--- src/rtl/cpu_pkg.sv ---
// Shared definitions for the ARMv4T core front end.
//   RESET_PC_DEFAULT : first fetch address after reset
//   MW_*             : mem_width encodings (log2 of the transfer size in bytes)
//   PC_STEP_*        : fetch address increment per instruction in each mode
//   fetch_mode_e     : instruction set state used for fetching
//   fetch_entry_t    : one prefetch queue entry {thumb, pc, instr}
package cpu_pkg;

  localparam logic [31:0] RESET_PC_DEFAULT = 32'h0800_0000;

  localparam logic [1:0] MW_BYTE = 2'd0;
  localparam logic [1:0] MW_HALF = 2'd1;
  localparam logic [1:0] MW_WORD = 2'd2;

  localparam logic [31:0] PC_STEP_ARM   = 32'd4;
  localparam logic [31:0] PC_STEP_THUMB = 32'd2;

  typedef enum logic {
    MODE_ARM   = 1'b0,
    MODE_THUMB = 1'b1
  } fetch_mode_e;

  typedef struct packed {
    logic        thumb;
    logic [31:0] pc;
    logic [31:0] instr;
  } fetch_entry_t;

endpackage

--- src/rtl/cpu_prefetch_unit_if.sv ---
// Instruction fetch bus between the prefetch unit and the shared memory port.
// Level-sensitive, one request at a time: a transfer completes in a cycle
// where mem_read and mem_ok are both high; mem_rdata is valid in that cycle.
//   master : prefetch side (drives mem_addr, mem_width, mem_read)
//   slave  : memory side   (drives mem_rdata, mem_ok)
interface cpu_prefetch_unit_if;
  logic [31:0] mem_addr;
  logic [1:0]  mem_width;
  logic        mem_read;
  logic [31:0] mem_rdata;
  logic        mem_ok;

  modport master (
    output mem_addr,
    output mem_width,
    output mem_read,
    input  mem_rdata,
    input  mem_ok
  );

  modport slave (
    input  mem_addr,
    input  mem_width,
    input  mem_read,
    output mem_rdata,
    output mem_ok
  );
endinterface

--- src/rtl/sync_fifo_flush.sv ---
// Synchronous FIFO with a single-cycle flush.
//   clk, rst     : clock, synchronous active-high reset
//   flush_i      : empties the FIFO at the edge; overrides push and pop
//   push_i       : write wdata_i (ignored when full)
//   wdata_i      : write data
//   pop_i        : advance the head (ignored when empty)
//   rdata_o      : head entry, valid while !empty_o
//   full_o       : count == DEPTH
//   empty_o      : count == 0
//   count_o      : occupancy
// DEPTH must be a power of two so the pointers wrap naturally.
module sync_fifo_flush #(
  parameter int unsigned WIDTH = 8,
  parameter int unsigned DEPTH = 4
) (
  input  logic                           clk,
  input  logic                           rst,
  input  logic                           flush_i,
  input  logic                           push_i,
  input  logic [WIDTH-1:0]               wdata_i,
  input  logic                           pop_i,
  output logic [WIDTH-1:0]               rdata_o,
  output logic                           full_o,
  output logic                           empty_o,
  output logic [$clog2(DEPTH+1)-1:0]     count_o
);

  localparam int unsigned PTR_W = $clog2(DEPTH);
  localparam int unsigned CNT_W = $clog2(DEPTH+1);

  logic [WIDTH-1:0] mem_q [DEPTH];
  logic [PTR_W-1:0] wr_ptr_q, wr_ptr_d;
  logic [PTR_W-1:0] rd_ptr_q, rd_ptr_d;
  logic [CNT_W-1:0] count_q,  count_d;
  logic             push_ok;
  logic             pop_ok;

  assign full_o  = (count_q == CNT_W'(DEPTH));
  assign empty_o = (count_q == '0);
  assign count_o = count_q;
  assign rdata_o = mem_q[rd_ptr_q];

  assign push_ok = push_i && !full_o;
  assign pop_ok  = pop_i && !empty_o;

  always_comb begin
    wr_ptr_d = wr_ptr_q;
    rd_ptr_d = rd_ptr_q;
    count_d  = count_q;
    if (flush_i) begin
      wr_ptr_d = '0;
      rd_ptr_d = '0;
      count_d  = '0;
    end else begin
      if (push_ok) wr_ptr_d = wr_ptr_q + PTR_W'(1);
      if (pop_ok)  rd_ptr_d = rd_ptr_q + PTR_W'(1);
      case ({push_ok, pop_ok})
        2'b10:   count_d = count_q + CNT_W'(1);
        2'b01:   count_d = count_q - CNT_W'(1);
        default: count_d = count_q;
      endcase
    end
  end

  always_ff @(posedge clk) begin
    if (rst) begin
      wr_ptr_q <= '0;
      rd_ptr_q <= '0;
      count_q  <= '0;
    end else begin
      wr_ptr_q <= wr_ptr_d;
      rd_ptr_q <= rd_ptr_d;
      count_q  <= count_d;
    end
  end

  // Storage needs no reset: occupancy alone decides which entries are live.
  always_ff @(posedge clk) begin
    if (!rst && !flush_i && push_ok) mem_q[wr_ptr_q] <= wdata_i;
  end

endmodule

--- src/rtl/cpu_prefetch_unit.sv ---
// Instruction prefetch unit for the ARMv4T core.
// Keeps a DEPTH-entry queue filled from the memory bus in ARM (word) or
// Thumb (halfword) mode and flushes it on a redirect.
//   clk, rst     : clock, synchronous active-high reset
//   flush        : redirect request (highest priority after rst)
//   flush_pc     : redirect target, aligned to the new mode internally
//   flush_thumb  : fetch mode after the redirect (1 = Thumb)
//   mem          : fetch bus (master side)
//   out_valid    : queue head valid
//   out_instr    : head instruction (Thumb entries zero-extended)
//   out_pc       : address of the head instruction
//   out_thumb    : mode the head was fetched in
//   out_ready    : consumer accepts the head
//   count        : queue occupancy
module cpu_prefetch_unit
  import cpu_pkg::*;
#(
  parameter int unsigned DEPTH    = 4,
  parameter logic [31:0] RESET_PC = RESET_PC_DEFAULT,
  parameter int unsigned CNT_W    = $clog2(DEPTH+1)
) (
  input  logic                 clk,
  input  logic                 rst,
  input  logic                 flush,
  input  logic [31:0]          flush_pc,
  input  logic                 flush_thumb,
  cpu_prefetch_unit_if.master  mem,
  output logic                 out_valid,
  output logic [31:0]          out_instr,
  output logic [31:0]          out_pc,
  output logic                 out_thumb,
  input  logic                 out_ready,
  output logic [CNT_W-1:0]     count
);

  logic [31:0]  fetch_pc_q, fetch_pc_d;
  fetch_mode_e  mode_q,     mode_d;
  logic         fifo_full;
  logic         fifo_empty;
  logic         push;
  logic         pop;
  fetch_entry_t wr_entry;
  fetch_entry_t head;

  // Full is a registered condition, so a pop while full re-opens the bus
  // only in the following cycle.
  assign mem.mem_read  = !rst && !flush && !fifo_full;
  assign mem.mem_addr  = fetch_pc_q;
  assign mem.mem_width = (mode_q == MODE_THUMB) ? MW_HALF : MW_WORD;

  assign push = mem.mem_read && mem.mem_ok;
  assign pop  = out_valid && out_ready;

  assign wr_entry.thumb = (mode_q == MODE_THUMB);
  assign wr_entry.pc    = fetch_pc_q;
  assign wr_entry.instr = (mode_q == MODE_THUMB) ? {16'h0000, mem.mem_rdata[15:0]}
                                                 : mem.mem_rdata;

  always_comb begin
    fetch_pc_d = fetch_pc_q;
    mode_d     = mode_q;
    if (flush) begin
      mode_d     = fetch_mode_e'(flush_thumb);
      fetch_pc_d = flush_thumb ? {flush_pc[31:1], 1'b0} : {flush_pc[31:2], 2'b00};
    end else if (push) begin
      fetch_pc_d = fetch_pc_q + ((mode_q == MODE_THUMB) ? PC_STEP_THUMB : PC_STEP_ARM);
    end
  end

  always_ff @(posedge clk) begin
    if (rst) begin
      fetch_pc_q <= RESET_PC;
      mode_q     <= MODE_ARM;
    end else begin
      fetch_pc_q <= fetch_pc_d;
      mode_q     <= mode_d;
    end
  end

  sync_fifo_flush #(
    .WIDTH ($bits(fetch_entry_t)),
    .DEPTH (DEPTH)
  ) u_queue (
    .clk     (clk),
    .rst     (rst),
    .flush_i (flush),
    .push_i  (push),
    .wdata_i (wr_entry),
    .pop_i   (pop),
    .rdata_o (head),
    .full_o  (fifo_full),
    .empty_o (fifo_empty),
    .count_o (count)
  );

  assign out_valid = !fifo_empty;
  assign out_instr = head.instr;
  assign out_pc    = head.pc;
  assign out_thumb = head.thumb;

endmodule
--- src/flat_wrapper.sv ---
// flat-port wrapper written by rule: the top's interface ports become plain ports
module cpu_prefetch_unit_flat import cpu_pkg::*;
#(
  parameter int unsigned DEPTH    = 4,
  parameter logic [31:0] RESET_PC = RESET_PC_DEFAULT,
  parameter int unsigned CNT_W    = $clog2(DEPTH+1)
)
  (clk, rst, flush, flush_pc, flush_thumb, out_valid, out_instr, out_pc, out_thumb, out_ready, count, mem_mem_addr, mem_mem_width, mem_mem_read, mem_mem_rdata, mem_mem_ok);
  cpu_prefetch_unit_if mem_i ();
  input  logic clk;
  input  logic rst;
  input  logic flush;
  input  logic [31:0] flush_pc;
  input  logic flush_thumb;
  output logic out_valid;
  output logic [31:0] out_instr;
  output logic [31:0] out_pc;
  output logic out_thumb;
  input  logic out_ready;
  output logic [CNT_W-1:0] count;
  output wire logic [$bits(mem_i.mem_addr)-1:0] mem_mem_addr;
  output wire logic [$bits(mem_i.mem_width)-1:0] mem_mem_width;
  output wire logic [$bits(mem_i.mem_read)-1:0] mem_mem_read;
  input wire logic [$bits(mem_i.mem_rdata)-1:0] mem_mem_rdata;
  input wire logic [$bits(mem_i.mem_ok)-1:0] mem_mem_ok;
  assign mem_mem_addr = mem_i.mem_addr;
  assign mem_mem_width = mem_i.mem_width;
  assign mem_mem_read = mem_i.mem_read;
  assign mem_i.mem_rdata = mem_mem_rdata;
  assign mem_i.mem_ok = mem_mem_ok;
  cpu_prefetch_unit #(.DEPTH(DEPTH), .RESET_PC(RESET_PC), .CNT_W(CNT_W)) u_core (.clk(clk), .rst(rst), .flush(flush), .flush_pc(flush_pc), .flush_thumb(flush_thumb), .mem(mem_i), .out_valid(out_valid), .out_instr(out_instr), .out_pc(out_pc), .out_thumb(out_thumb), .out_ready(out_ready), .count(count));
endmodule
--- config.mk ---
export PLATFORM = sky130hd
export DESIGN_NAME = cpu_prefetch_unit_flat
export DESIGN_NICKNAME = d
export VERILOG_FILES = /design/src/rtl/cpu_pkg.sv /design/src/rtl/cpu_prefetch_unit_if.sv /design/src/rtl/sync_fifo_flush.sv /design/src/rtl/cpu_prefetch_unit.sv /design/src/flat_wrapper.sv
export SDC_FILE = /design/constraint.sdc
export NUM_CORES = 1
export LEC_CHECK = 0
export CORE_ASPECT_RATIO = 1.25
export CORE_MARGIN = 8
export CORE_UTILIZATION = 40
export DETAILED_ROUTE_END_ITERATION = 8
export HOLD_SLACK_MARGIN = 0.05
export PLACE_DENSITY = 0.72
export SKIP_LAST_GASP = 1
export SLEW_MARGIN = 20
export SYNTH_ARGS = -nofsm -noshare
export SYNTH_HDL_FRONTEND = slang
export SYNTH_SLANG_ARGS = --single-unit
--- constraint.sdc ---
create_clock -name clk -period 4.1 [get_ports clk]
set_clock_uncertainty 0.2 [all_clocks]
set_input_delay 0.82 -clock clk [delete_from_list [all_inputs] [get_ports clk]]
set_output_delay 0.82 -clock clk [all_outputs]
set_load 0.05 [all_outputs]
; ---- Word level (Yosys, flattened, before mapping)
; Memories as Yosys holds them, arrays and structs flattened. A register that Yosys moved wholly into a read port is not among the register bits.
; Index checks and enable logic that the tools add are counted.
[totals]
mem_bits_ro = 0
out_inout_bits = 104
mem_count = 1
register_bits = 40
ram_bits = 260
input_bits = 70
elab_cells = 40
latch_bits = 0
[memory_table]
columns = name, words, word_bits, read_ports, rd_clocked_by_memory_dff, wr, line
row1 = u_core.u_queue.mem_q, 4, 65, 1, 1, 1, sync_fifo_flush.sv:31  ; logic [WIDTH-1:0] mem_q [DEPTH];
[classes]
n_mux = 11
n_reduce_logical = 15
div = 0
n_lt_le_gt_ge = 0
n_eq_ne = 3
n_addsub = 5
multipliers = 0
n_shift = 0
bitwise_logic = 0
[op_table]
columns = cell, n
row1 = $mux W32, 3
row2 = $add A32 B32 Y32, 1
row3 = $mux W2, 4
row4 = $logic_and A1 B1 Y1, 7
row5 = $pmux W3 S2, 1
row6 = $add A2 B1 Y2 const B, 2
row7 = $logic_not A1 Y1, 4
row8 = $reduce_bool A2 Y1, 2
row9 = $add A3 B1 Y3 const B, 1
row10 = $eq A3 B3 Y1 const B, 1
row11 = $logic_not A3 Y1, 1
row12 = $mux W3, 1
row13 = $sub A3 B1 Y3 const B, 1
row14 = $eq A2 B1 Y1 const B, 1
row15 = $eq A2 B2 Y1 const B, 1
row16 = $mux W1, 2
row17 = $reduce_or A2 Y1, 1

; ---- Depth between registers and ports, before layout
; Gate-level depths: netlist (run 1).
[depth]
depth_word = 8
depth_mapped = 11
mapped_depth_nobuf = 9

; ---- Cells and area by module
; From an unflattened synthesis (run 1), not the netlist that was laid out.
[unflattened]
hier_cells = 718
hier_area_um2 = 12375.6
[by_module_without_submodules]
columns = module, cells_each, seq_area_each_um2, instances, area_each_um2
row1 = sync_fifo_flush, 394, 7987.7, 1, 9836.9
row2 = cpu_prefetch_unit, 324, 640.6, 1, 2538.7

; ---- Worst setup path after synthesis (run 1)
; Ideal clock, no wire load.
[synth_path]
kind = input-to-reg
startpoint = input port mem_mem_ok
endpoint = memory u_core.u_queue.mem_q[0][0] (netlist name) (enable)
arrival_ps = 2927
stages = 4
t_required_ps = 3471
path_slack_ps = 544
setup_time_ps = 429
path_buffers = 2
path_cell_list = bufbuf_16 -> and3_1 -> clkbuf_1 -> and2_1
[synth_via]
elab_chain_cells = 5
[synth_rtl]
columns = element, line
row1 = "start, declared", flat_wrapper.sv:25  ; input wire logic [$bits(mem_i.mem_ok)-1:0] mem_mem_ok;
row2 = $logic_and A1 B1 Y1, cpu_prefetch_unit.sv:51  ; assign push = mem.mem_read && mem.mem_ok;
row3 = $logic_and A1 B1 Y1, sync_fifo_flush.sv:43  ; assign push_ok = push_i && !full_o;
row4 = $logic_and A1 B1 Y1, sync_fifo_flush.sv:79  ; if (!rst && !flush_i && push_ok) mem_q[wr_ptr_q] <= wdata_i;
row5 = $mux W1, sync_fifo_flush.sv:79
row6 = $mux W1 (implied by the code), sync_fifo_flush.sv:79
row7 = "end, declared", sync_fifo_flush.sv:31
; Every way passes these cells.

==> impl_metrics.env, run 1 <==
export IMPL_setup_tns_ps=0
export IMPL_p_leak_nw=4.71
export IMPL_vias_per_cell=5.12
export IMPL_die_w_um=171
export IMPL_gr_usage_met1=0.185
export IMPL_hp_class="flip-flop to flip-flop"
export IMPL_drive_above_1_share=0.177
export IMPL_power_mw=6.73
export IMPL_layout_commonest_cell="edfxtp_1"
export IMPL_pwr_share_comb=0.073
export IMPL_required_ps=3080
export IMPL_status="complete, no violations"
export IMPL_drv_slew=0
export IMPL_cts_hold_buf=0
export IMPL_r2r_cells=9
export IMPL_first_pass_iters=5
export IMPL_grt_overflow_total=0
export IMPL_regToRegEndpoint="u_core.u_queue.count_o[2]"
export IMPL_internal_power_mw=5.27
export IMPL_gp_congestion=0.797
export IMPL_vdd_drop_max_mv=0.201
export IMPL_reg2reg_slack_ps=1050
export IMPL_fmax_mhz=264
export IMPL_ys_types=50
export IMPL_rows=71
export IMPL_htreeDepth=1
export IMPL_syn_cell_area_um2=12000
export IMPL_crit_arrival_ps=2770
export IMPL_power_density_nw_per_um2=448
export IMPL_num_io_pins=174
export IMPL_post_cts_setup_buffer_count=0
export IMPL_drt_iter0_drc=486
export IMPL_cts_tree="done"
export IMPL_period_share=0.924
export IMPL_ys_warn_count=0
export IMPL_cts_resized=0
export IMPL_mostFrequentLayoutCells="edfxtp_1 (256), clkdlybuf4s50_1 (169), mux4_2 (64), dfxtp_1 (39), nand2_1 (34)"
export IMPL_rsz0062_at_grt="false"
export IMPL_vias=6380
export IMPL_post_place_ws_ps=592
export IMPL_setup_violations=0
export IMPL_netSwitchingPower_mw=1.45
export IMPL_swShare=0.216
export IMPL_diodes=0
export IMPL_grtUsageMet3=0.0259
export IMPL_clk_pin_slew_ps=60
export IMPL_grt_pass1_vias=6528
export IMPL_grt_usage=0.145
export IMPL_grt_use_met2=0.252
export IMPL_tightest_slew_ps=993
export IMPL_antenna_found_initial=0
export IMPL_worstHoldPathCells=2
export IMPL_grt_pass1_wl_mm=39.9
export IMPL_ctsRootBufferMaster="clkbuf_16"
export IMPL_worst_slack_ps=310
export IMPL_ys_ff_latch=297
export IMPL_drt_total_wl_mm=26.5
export IMPL_ant_nets=0
export IMPL_critical_path_class="flip-flop to output pin"
export IMPL_final_nets=905
export IMPL_area_growth_pct=25.1
export IMPL_r2r_start="u_core.u_queue.count_o[2]"
export IMPL_finalHoldViolCount=0
export IMPL_io_buffer_count=170
export IMPL_synthCells=672
export IMPL_relSlewSlack=0.332
export IMPL_start_util=0.402
export IMPL_core_area_um2=29800
export IMPL_endpoint_kind="output pin"
export IMPL_clock_power_share=0.421
export IMPL_cts_sinks=297
export IMPL_die_h_um=210
export IMPL_drcViolationCount=0
export IMPL_syn_area_per_cell_um2=17.9
export IMPL_dp_final_hpwl_mm=17.2
export IMPL_clock_latency_ps=530
export IMPL_period_minus_slack_ps=3790
export IMPL_power_frac_seq=0.505
export IMPL_grt_start_max_net_pins=38
export IMPL_grt_busiest_layer="met2"
export IMPL_critPathLaunchType="flip-flop"
export IMPL_ys_seq_area_frac=0.709
export IMPL_worstHoldEndpoint="u_core.u_queue.wr_ptr_q[1]"
export IMPL_dieArea_um2=35800
export IMPL_wl_per_cell_um=21.2
export IMPL_hold_start="u_core.u_queue.wr_ptr_q[1]"
export IMPL_crit_path_max_fanout=18
export IMPL_cts_inserted_buffers=29
export IMPL_clock_path_buffers=3
export IMPL_maxCapViolCount=0
[critical path: stages, from the launching register on]
cell,delay (ps)
dfxtp_4,500
buf_4,420
mux4_2,560
clkdlybuf4s50_1,740
[synth_stat cells (all sizes together)]
cell	n	share of area
edfxtp	256	0.64
mux4	64	0.12
buf	42	0.025
dfxtp	41	0.068
nand2	35	0.011
nor2	25	0.0078
clkbuf	18	0.0065
nand4	17	0.010
nor2b	16	0.0083
xnor2	16	0.012
and2	14	0.0073
xor2	13	0.0095
inv	12	0.0038
nand3	11	0.0046
a211oi	10	0.0067
a21oi	10	0.0042
o22ai	9	0.0047
nor4	8	0.0077
ha	7	0.0073
nor3	7	0.0042
a31oi	5	0.0026
and3	5	0.0026
o21ai	4	0.0017
a311oi	3	0.0022
or3	3	0.0016
and4	2	0.0015
dlygate4sd1	2	0.0015
fa	2	0.0033
mux2	2	0.0019
mux2i	2	0.0017
o211ai	2	0.0013
or3b	2	0.0015
a21o	1	0.00073
a22oi	1	0.00063
bufbuf	1	0.0027
conb	1	0.00031
dlygate4sd3	1	0.00083
nor4b	1	0.00073
or4	1	0.00094
[metal layers]
layer / vias to the layer above / wire length (µm) / part of all wire
li1: 2912 / - / -
met1: 3258 / 11100 / 0.42
met2: 184 / 13500 / 0.51
met3: 26 / 1490 / 0.056
met4: 0 / 394 / 0.015
met5: - / 0 / 0
[worst max-delay path by stage]
stage                                       to  startpoint  depth (start not counted)
floorplan           u_core.u_queue.mem_q[0][0]  mem_mem_ok                          4
CTS                                  out_pc[9]   flip-flop                          3
global placement     u_core.u_queue.count_o[2]  mem_mem_ok                          9
finish                               out_pc[9]   flip-flop                          3
global route                         out_pc[9]   flip-flop                          3
detailed placement   u_core.u_queue.count_o[2]  mem_mem_ok                          9
[cells by family (layout without fill, tap and decap cells)]
kind of cell | Yosys count | in the layout | synth area share
and+or+nand+nor | 147 | 147 | 0.0700
adders and majority gates | 9 | 9 | 0.0106
DFF | 297 | 297 | 0.709
AOI/OAI and AO/OA | 45 | 45 | 0.0246
muxes | 68 | 68 | 0.124
xor gates and xnor gates | 29 | 29 | 0.0212
other | 1 | 2 | 0.000313
buffers and inverters | 76 | 249 | 0.0406
[sequential cells by signal, summed over array words and instances (netlist names), named ones only]
signal and flops:
u_core.u_queue.mem_q 256, u_core.u_queue.rd_ptr_q 2, u_core.mem.mem_addr 31, u_core.u_queue.count_o 3
u_core.u_queue.wr_ptr_q 2, u_core.mode_q 1
[stage by stage]
stage               cell area [µm²]  cells  hold WS, ps  utilization
floorplan                     12000    673          269            -
global placement              14000   1196          287        0.469
detailed placement            14000   1196          298        0.469
CTS                           15000   1247          307        0.503
global route                  15000   1247          339        0.503
finish                        15000   1247          302        0.503
[area by class of cell]
cell class | instances | area [µm²]
fillers | 2513 | 14800
clock buffers | 33 | 741
repair buffers | 186 | 1910
flip-flops and latches | 297 | 8520
multi-input cells | 300 | 3020
clock inverters | 18 | 282
well taps | 401 | 502
inverters | 12 | 45.0
[power groups by stage]
stage / logic [mW] / registers [mW] / clock network, mW
after floorplan: 0.321 / 3.44 / 0
after global placement: 0.492 / 3.46 / 0
after detailed placement: 0.496 / 3.46 / 0
after CTS: 0.498 / 3.40 / 2.90
after global routing: 0.519 / 3.41 / 3.02
final: 0.493 / 3.40 / 2.83
Power figures use the tool's default switching activity.
==> run 2: changes to the inputs <==
--- a/config.mk
+++ b/config.mk
@@ -9,7 +9,7 @@
 export CORE_MARGIN = 8
 export CORE_UTILIZATION = 40
 export DETAILED_ROUTE_END_ITERATION = 8
-export HOLD_SLACK_MARGIN = 0.05
+export HOLD_SLACK_MARGIN = 0.1
 export PLACE_DENSITY = 0.72
 export SKIP_LAST_GASP = 1
 export SLEW_MARGIN = 20
==> results of run 2 <==
No change in the layout: final DEF, timing and power equal those of run 1.
